--- src/rtl/ram_ctrl_pkg.sv ---
// rtl/ram_ctrl_pkg.sv - shared types and sizes for the RAM copy engine
// Purpose: FSM state type and RAM64 geometry constants.
// Ports: none (package).
package ram_ctrl_pkg;

    localparam int RAM64_ADDR_W = 6;
    localparam int RAM_DATA_W   = 16;

    typedef enum logic [1:0] {
        IDLE  = 2'd0,
        READ  = 2'd1,
        WRITE = 2'd2,
        DONE  = 2'd3
    } copy_state_t;

endpackage

--- src/rtl/ram_copy_engine_if.sv ---
// rtl/ram_copy_engine_if.sv - single-port RAM64 memory bus
// Purpose: bundles the address/write-data/write-enable/read-data wires of one RAM.
// Ports (modport master = initiator, slave = RAM):
//   mem_addr  word address
//   mem_in    write data
//   mem_load  write enable, RAM writes on rising clk edge
//   mem_out   combinational read data
interface ram_copy_engine_if #(
    parameter int ADDR_W = 6,
    parameter int DATA_W = 16
);
    logic [ADDR_W-1:0] mem_addr;
    logic [DATA_W-1:0] mem_in;
    logic              mem_load;
    logic [DATA_W-1:0] mem_out;

    modport master (
        output mem_addr,
        output mem_in,
        output mem_load,
        input  mem_out
    );

    modport slave (
        input  mem_addr,
        input  mem_in,
        input  mem_load,
        output mem_out
    );
endinterface

--- src/rtl/ram_copy_engine.sv ---
// rtl/ram_copy_engine.sv - copies len words from src to dst in one RAM64
// Purpose: start/done controlled block copy, two cycles per word (READ then WRITE).
// Ports:
//   clk    system clock, rising edge
//   reset  asynchronous active-high reset, forces IDLE
//   start  copy request, sampled only in IDLE
//   src    first source address, latched on accepted start
//   dst    first destination address, latched on accepted start
//   len    word count 0..2**ADDR_W, latched on accepted start
//   busy   high in READ/WRITE/DONE
//   done   one-cycle completion pulse
//   mem    master side of the RAM bus
module ram_copy_engine
    import ram_ctrl_pkg::*;
#(
    parameter int ADDR_W = RAM64_ADDR_W,
    parameter int DATA_W = RAM_DATA_W
) (
    input  logic              clk,
    input  logic              reset,
    input  logic              start,
    input  logic [ADDR_W-1:0] src,
    input  logic [ADDR_W-1:0] dst,
    input  logic [ADDR_W:0]   len,
    output logic              busy,
    output logic              done,
    ram_copy_engine_if.master mem
);

    copy_state_t       state_q, state_d;
    logic [ADDR_W-1:0] src_q, src_d;
    logic [ADDR_W-1:0] dst_q, dst_d;
    logic [ADDR_W:0]   len_q, len_d;
    logic [ADDR_W:0]   index_q, index_d;
    logic [DATA_W-1:0] data_q, data_d;

    // index is one bit wider than an address so that a full 2**ADDR_W copy terminates
    logic [ADDR_W:0]   index_inc;
    assign index_inc = index_q + {{ADDR_W{1'b0}}, 1'b1};

    always_comb begin
        state_d = state_q;
        src_d   = src_q;
        dst_d   = dst_q;
        len_d   = len_q;
        index_d = index_q;
        data_d  = data_q;
        case (state_q)
            IDLE: begin
                if (start) begin
                    src_d   = src;
                    dst_d   = dst;
                    len_d   = len;
                    index_d = '0;
                    state_d = (len != '0) ? READ : DONE;
                end
            end
            READ: begin
                data_d  = mem.mem_out;
                state_d = WRITE;
            end
            WRITE: begin
                index_d = index_inc;
                state_d = (index_inc == len_q) ? DONE : READ;
            end
            DONE: begin
                state_d = IDLE;
            end
            default: begin
                state_d = IDLE;
            end
        endcase
    end

    always_ff @(posedge clk or posedge reset) begin
        if (reset) begin
            state_q <= IDLE;
            src_q   <= '0;
            dst_q   <= '0;
            len_q   <= '0;
            index_q <= '0;
            data_q  <= '0;
        end else begin
            state_q <= state_d;
            src_q   <= src_d;
            dst_q   <= dst_d;
            len_q   <= len_d;
            index_q <= index_d;
            data_q  <= data_d;
        end
    end

    // Outputs decode registered state only, so mem_load cannot glitch and
    // falls with the asynchronous reset.
    always_comb begin
        mem.mem_addr = '0;
        mem.mem_in   = '0;
        mem.mem_load = 1'b0;
        busy         = 1'b0;
        done         = 1'b0;
        case (state_q)
            READ: begin
                mem.mem_addr = src_q + index_q[ADDR_W-1:0];
                busy         = 1'b1;
            end
            WRITE: begin
                mem.mem_addr = dst_q + index_q[ADDR_W-1:0];
                mem.mem_in   = data_q;
                mem.mem_load = 1'b1;
                busy         = 1'b1;
            end
            DONE: begin
                busy = 1'b1;
                done = 1'b1;
            end
            default: begin
                busy = 1'b0;
            end
        endcase
    end

endmodule

--- src/flat_wrapper.sv ---
// flat-port wrapper written by rule: the top's interface ports become plain ports
module ram_copy_engine_flat import ram_ctrl_pkg::*;
#(
    parameter int ADDR_W = RAM64_ADDR_W,
    parameter int DATA_W = RAM_DATA_W
)
  (clk, reset, start, src, dst, len, busy, done, mem_mem_addr, mem_mem_in, mem_mem_load, mem_mem_out);
  ram_copy_engine_if #(.ADDR_W(ADDR_W), .DATA_W(DATA_W)) mem_i ();
  input  logic clk;
  input  logic reset;
  input  logic start;
  input  logic [ADDR_W-1:0] src;
  input  logic [ADDR_W-1:0] dst;
  input  logic [ADDR_W:0] len;
  output logic busy;
  output logic done;
  output wire logic [$bits(mem_i.mem_addr)-1:0] mem_mem_addr;
  output wire logic [$bits(mem_i.mem_in)-1:0] mem_mem_in;
  output wire logic [$bits(mem_i.mem_load)-1:0] mem_mem_load;
  input wire logic [$bits(mem_i.mem_out)-1:0] mem_mem_out;
  assign mem_mem_addr = mem_i.mem_addr;
  assign mem_mem_in = mem_i.mem_in;
  assign mem_mem_load = mem_i.mem_load;
  assign mem_i.mem_out = mem_mem_out;
  ram_copy_engine #(.ADDR_W(ADDR_W), .DATA_W(DATA_W)) u_core (.clk(clk), .reset(reset), .start(start), .src(src), .dst(dst), .len(len), .busy(busy), .done(done), .mem(mem_i));
endmodule
--- config.mk ---
export PLATFORM = sky130hd
export DESIGN_NAME = ram_copy_engine_flat
export DESIGN_NICKNAME = d
export VERILOG_FILES = /design/src/rtl/ram_ctrl_pkg.sv /design/src/rtl/ram_copy_engine_if.sv /design/src/rtl/ram_copy_engine.sv /design/src/flat_wrapper.sv
export SDC_FILE = /design/constraint.sdc
export NUM_CORES = 1
export LEC_CHECK = 0
export CORE_UTILIZATION = 52
export CTS_CLUSTER_DIAMETER = 80
export DETAILED_ROUTE_END_ITERATION = 10
export PLACE_DENSITY = 0.95
export RECOVER_POWER = 100
export SYNTH_ARGS = -nofsm -noshare
export SYNTH_HDL_FRONTEND = slang
export SYNTH_SLANG_ARGS = --single-unit
--- constraint.sdc ---
create_clock -name clk -period 5.75 [get_ports clk]
set_clock_uncertainty 0.2 [all_clocks]
set_input_delay 0.8625 -clock clk [delete_from_list [all_inputs] [get_ports clk]]
set_output_delay 0.8625 -clock clk [all_outputs]
set_load 0.1 [all_outputs]
# Word-level counts from Yosys, hierarchy flattened
# Index checks and enable logic that the tools add are counted.
# word_totals
ff_bits,44
latch_bits,0
mem_bits_rw,0
rom_bits,0
inputBits,38
word_cells,31
n_memories,0
# op_classes
n_addsub,3
n_mul,0
div_mod_pow,0
n_lt_le_gt_ge,0
eq_ne,5
shift,0
mux,11
bitwise,0
reduce_logical,6
# ops
op,n
$mux W16,1
$pmux W7 S2,1
$add A6 B6 Y6,2
$pmux W6 S2,1
$pmux W2 S4,1
$add A7 B1 Y7 const B,1
$eq A7 B7 Y1,1
$mux W7,1
$reduce_bool A7 Y1,1
$mux W2,3
$eq A2 B2 Y1 const B,2
$reduce_and A2 Y1,2
$mux W1,3
$reduce_or A3 Y1,1
$eq A2 B1 Y1 const B,1
$logic_not A2 Y1,1
$ne A2 B2 Y1 const B,1
$reduce_bool A2 Y1,1

# Longest topological paths before layout
# logic_depth
depth_word,4
ltp_mapped,12

# Least setup slack after synthesis
# No wires, ideal clock.
# synth_timing
path_kind,register to output
startpoint,register u_core.state_q[0]
endpoint,output mem_mem_addr[1]
t_arrival_ns,4.041
required_ns,4.688
path_slack_ns,0.646
stages_incl_launch_ff,9
path_buffers,1
path_cell_list,dfrtp_1 -> inv_1 -> ha_1 -> buf_2 -> mux2_2 -> ha_1 -> inv_1 -> fa_1 -> nor2b_1
# synth_between
elab_chain_len,2
# synth_rtl
item,line_no,source
start: declaration,ram_copy_engine.sv:30,"copy_state_t state_q, state_d;"
start signal: assignment,ram_copy_engine.sv:84,state_q <= state_d;
$eq A2 B2 Y1 / $eq A2 B1 Y1 (equally long branches),ram_copy_engine.sv:101,case (state_q)
$pmux W6 S2 *,ram_copy_engine.sv:101,
end: declaration,flat_wrapper.sv:17,output wire logic [$bits(mem_i.mem_addr)-1:0] mem_mem_addr;
# Mark *: on every way between the ends. The rest lies on a longest branch, timed or not.

# Worst setup path in the final report
# layout_timing
startpoint,register u_core.state_q[0]
endpoint,output mem_mem_addr[4]
# The elaborated chain is that of the path after synthesis.

==> results.toml <==
[floorplan]
dieArea_um2 = 4810
dieWidth_um = 69.4
fp.coreArea_um2 = 4350
io_pins = 63
start_util = 0.542
rows = 24
dieHeight_um = 69.4

[clock_tree]
htreeDepth = 2
postCtsHoldBufs = 0
post_cts_resized = 0
cts_inserted_buffers = 5
clock-root-buffer = "clkbuf_8"
clkLatencyLatePin_ns = 0.29
clock_sink_count = 44
tritoncts = "built"
clockBufferDepth = 2
post_cts_buffers = 0
clk_pin_slew_ns = 0.08

[place]
place_ws_ns = 1.95
gp_congestion = 0.862
dp_hpwl_mm = 3.46
port_buffers = 62

[routing]
vias_per_cell = 5.44
vias = 1725
ant_nets = 0
first_pass_iters = 4
avgRoutedWirePerCell_um = 14.7
drtIter0Drc = 74
drc = 0
wl_mm = 4.65

[timing]
min_period_over_period = 0.844
setup_violations = 0
finalWorstSetupSlack_ns = 0.898
relSlewSlack = -0.558
drv_slew = 45
hold_viol_final = 0
worst_pin_slew_ns = 2.34
period_minus_slack_ns = 4.85
grt_setup_unrepaired = "false"
max_freq_mhz = 206
finalSetupTns_ns = 0

[global_route]
top_usage_layer = "met2"
grt_max_degree = 45
grt_use_met1 = 0.274
grt_pass1_vias = 1698
use_met2 = 0.339
grtUsageMet3 = 0.0436
groute.usage.overall = 0.210
grt_pass1_wl_mm = 8.00
antenna_found_initial = 0
grt-ovfl-total = 0

[synthesis]
ys_ff_latch = 44
yosysWarnings = 0
ys.flop_type = "dfrtp_1"
synthesis.nets = 251
postSynth.asyncResetShare = 1.00
ys_types = 33
ys_seq_area_frac = 0.466
ys_top_cells_by_area = "dfrtp_1, mux2_2, and2_1"
netlist.area_leader.share = 0.466
syn-instance-count = 202
synth_top_area_cell = "dfrtp_1"
synth_area_per_cell_um2 = 11.7
synthesis.area_um2 = 2360
synth_edf_count = 0

[status]
status = "finished with violations"
violations = "max-capacitance violations, max-slew violations"

[setup_path]
cp_top_family = "buffers and inverters"
cp_slowest_cell = "clkbuf_1"
arrival_ns = 3.79
path_cells = "inv_1, ha_1, clkbuf_1, mux2_2, ha_1, a21o_1, a21oi_1, xnor2_1, and2_1, clkbuf_2"
endpoint_kind = "output pin"
critPathBufInv = 3
crit_required_ns = 4.69
cp_slowest_stage_delay_ns = 0.88
worst_path_most_repeated_cell = "ha_1"
startpoint_type = "flip-flop"
path_max_fanout = 29
worstSetupPathType = "reg -> out"

[cells_and_area]
final_layout_size_suffix_gt1_frac = 0.196
final_nets = 313
area_delta_synth_final_pct = 30.3
final_cell_mix = "dfrtp_1, mux2_2, clkdlybuf4s50_1"
final_common_cell = "dfrtp_1"
antenna-diode-count = 0

[hold_path]
hold_path_class = "reg -> reg"

[job]
maxCapViolations = 1
## worst paths after layout
path / endpoint / slack (ns) / cells past startpoint / from
min in group asynchronous: u_core.data_q[11]$_DFFE_PP0P_ / 1.67 / 3 / reset
setup / recovery: mem_mem_addr[4] / 0.90 / 10 / u_core.state_q[0]$_DFFE_PP0P_
max in group asynchronous: u_core.index_q[4]$_DFFE_PP0P_ / 2.35 / 3 / reset
hold / removal: u_core.src_q[1]$_DFFE_PP0P_ / 0.30 / 1 / u_core.src_q[1]$_DFFE_PP0P_
hold reg to reg: u_core.src_q[1]$_DFFE_PP0P_ / 0.30 / 1 / u_core.src_q[1]$_DFFE_PP0P_
setup reg to reg: u_core.index_q[3]$_DFFE_PP0P_ / 2.81 / 5 / u_core.state_q[0]$_DFFE_PP0P_
## synthesized netlist by cell type, types with 2 or more instances
cell      instances
ha_1             10
clkbuf_1          3
nand3_1           5
xnor2_1           8
buf_4             2
o21ai_1           2
a21o_1            3
nor2_1            5
mux2i_1           4
nor3_1            3
inv_1             8
mux2_2           40
dfrtp_1          44
a21oi_1           5
o21ai_0           3
xor2_1            7
and2_1           21
buf_2             3
a22o_1            4
nand2_1           9
## metal layers
metal  vias up  part of all wire
met2        50              0.51
met3        12             0.047
li1        819                 -
met5         -                 0
met4         0             0.026
met1       844              0.42
## area by class of cell
class	count	area, um2
Timing Repair Buffer	64	609
Fill cell	310	1280
Inverter	8	30.0
Multi-Input combinational cell	141	1180
Tap cell	52	65.1
Clock buffer	8	90.1
Sequential cell	44	1100
## cell families (layout without fill, tap and decap cells)
family | after synthesis | in the layout | share of synthesized area
adders and majority gates | 11 | 11 | 0.0615
xor gates and xnor gates | 15 | 15 | 0.0556
DFF | 44 | 44 | 0.466
AOI/OAI and AO/OA | 23 | 23 | 0.0684
muxes | 44 | 44 | 0.208
and+or+nand+nor | 48 | 48 | 0.108
buffers and inverters | 17 | 80 | 0.0323
## state kept, by name, indices dropped and copies added, names as in the netlist
signal,flops
u_core.index_q,7
u_core.data_q,16
u_core.state_q,2
u_core.dst_q,6
u_core.len_q,7
u_core.src_q,6
## stage by stage
| stage | hold slack (ns) | cell area [um2] | std cells | utilization |
|---|---|---|---|---|
| 2_1_floorplan | 0.272 | 2360 | 202 | - |
| 3_3_place_gp | 0.281 | 3000 | 309 | 0.690 |
| 3_5_place_dp | 0.290 | 3000 | 309 | 0.690 |
| 4_1_cts | 0.308 | 3090 | 317 | 0.710 |
| 5_1_grt | 0.323 | 3080 | 317 | 0.707 |
| 6_report | 0.303 | 3080 | 317 | 0.707 |
Power is left out: the tool's default activity adds up to more than one toggle a clock period on the data nets, which glitch-free logic cannot reach.
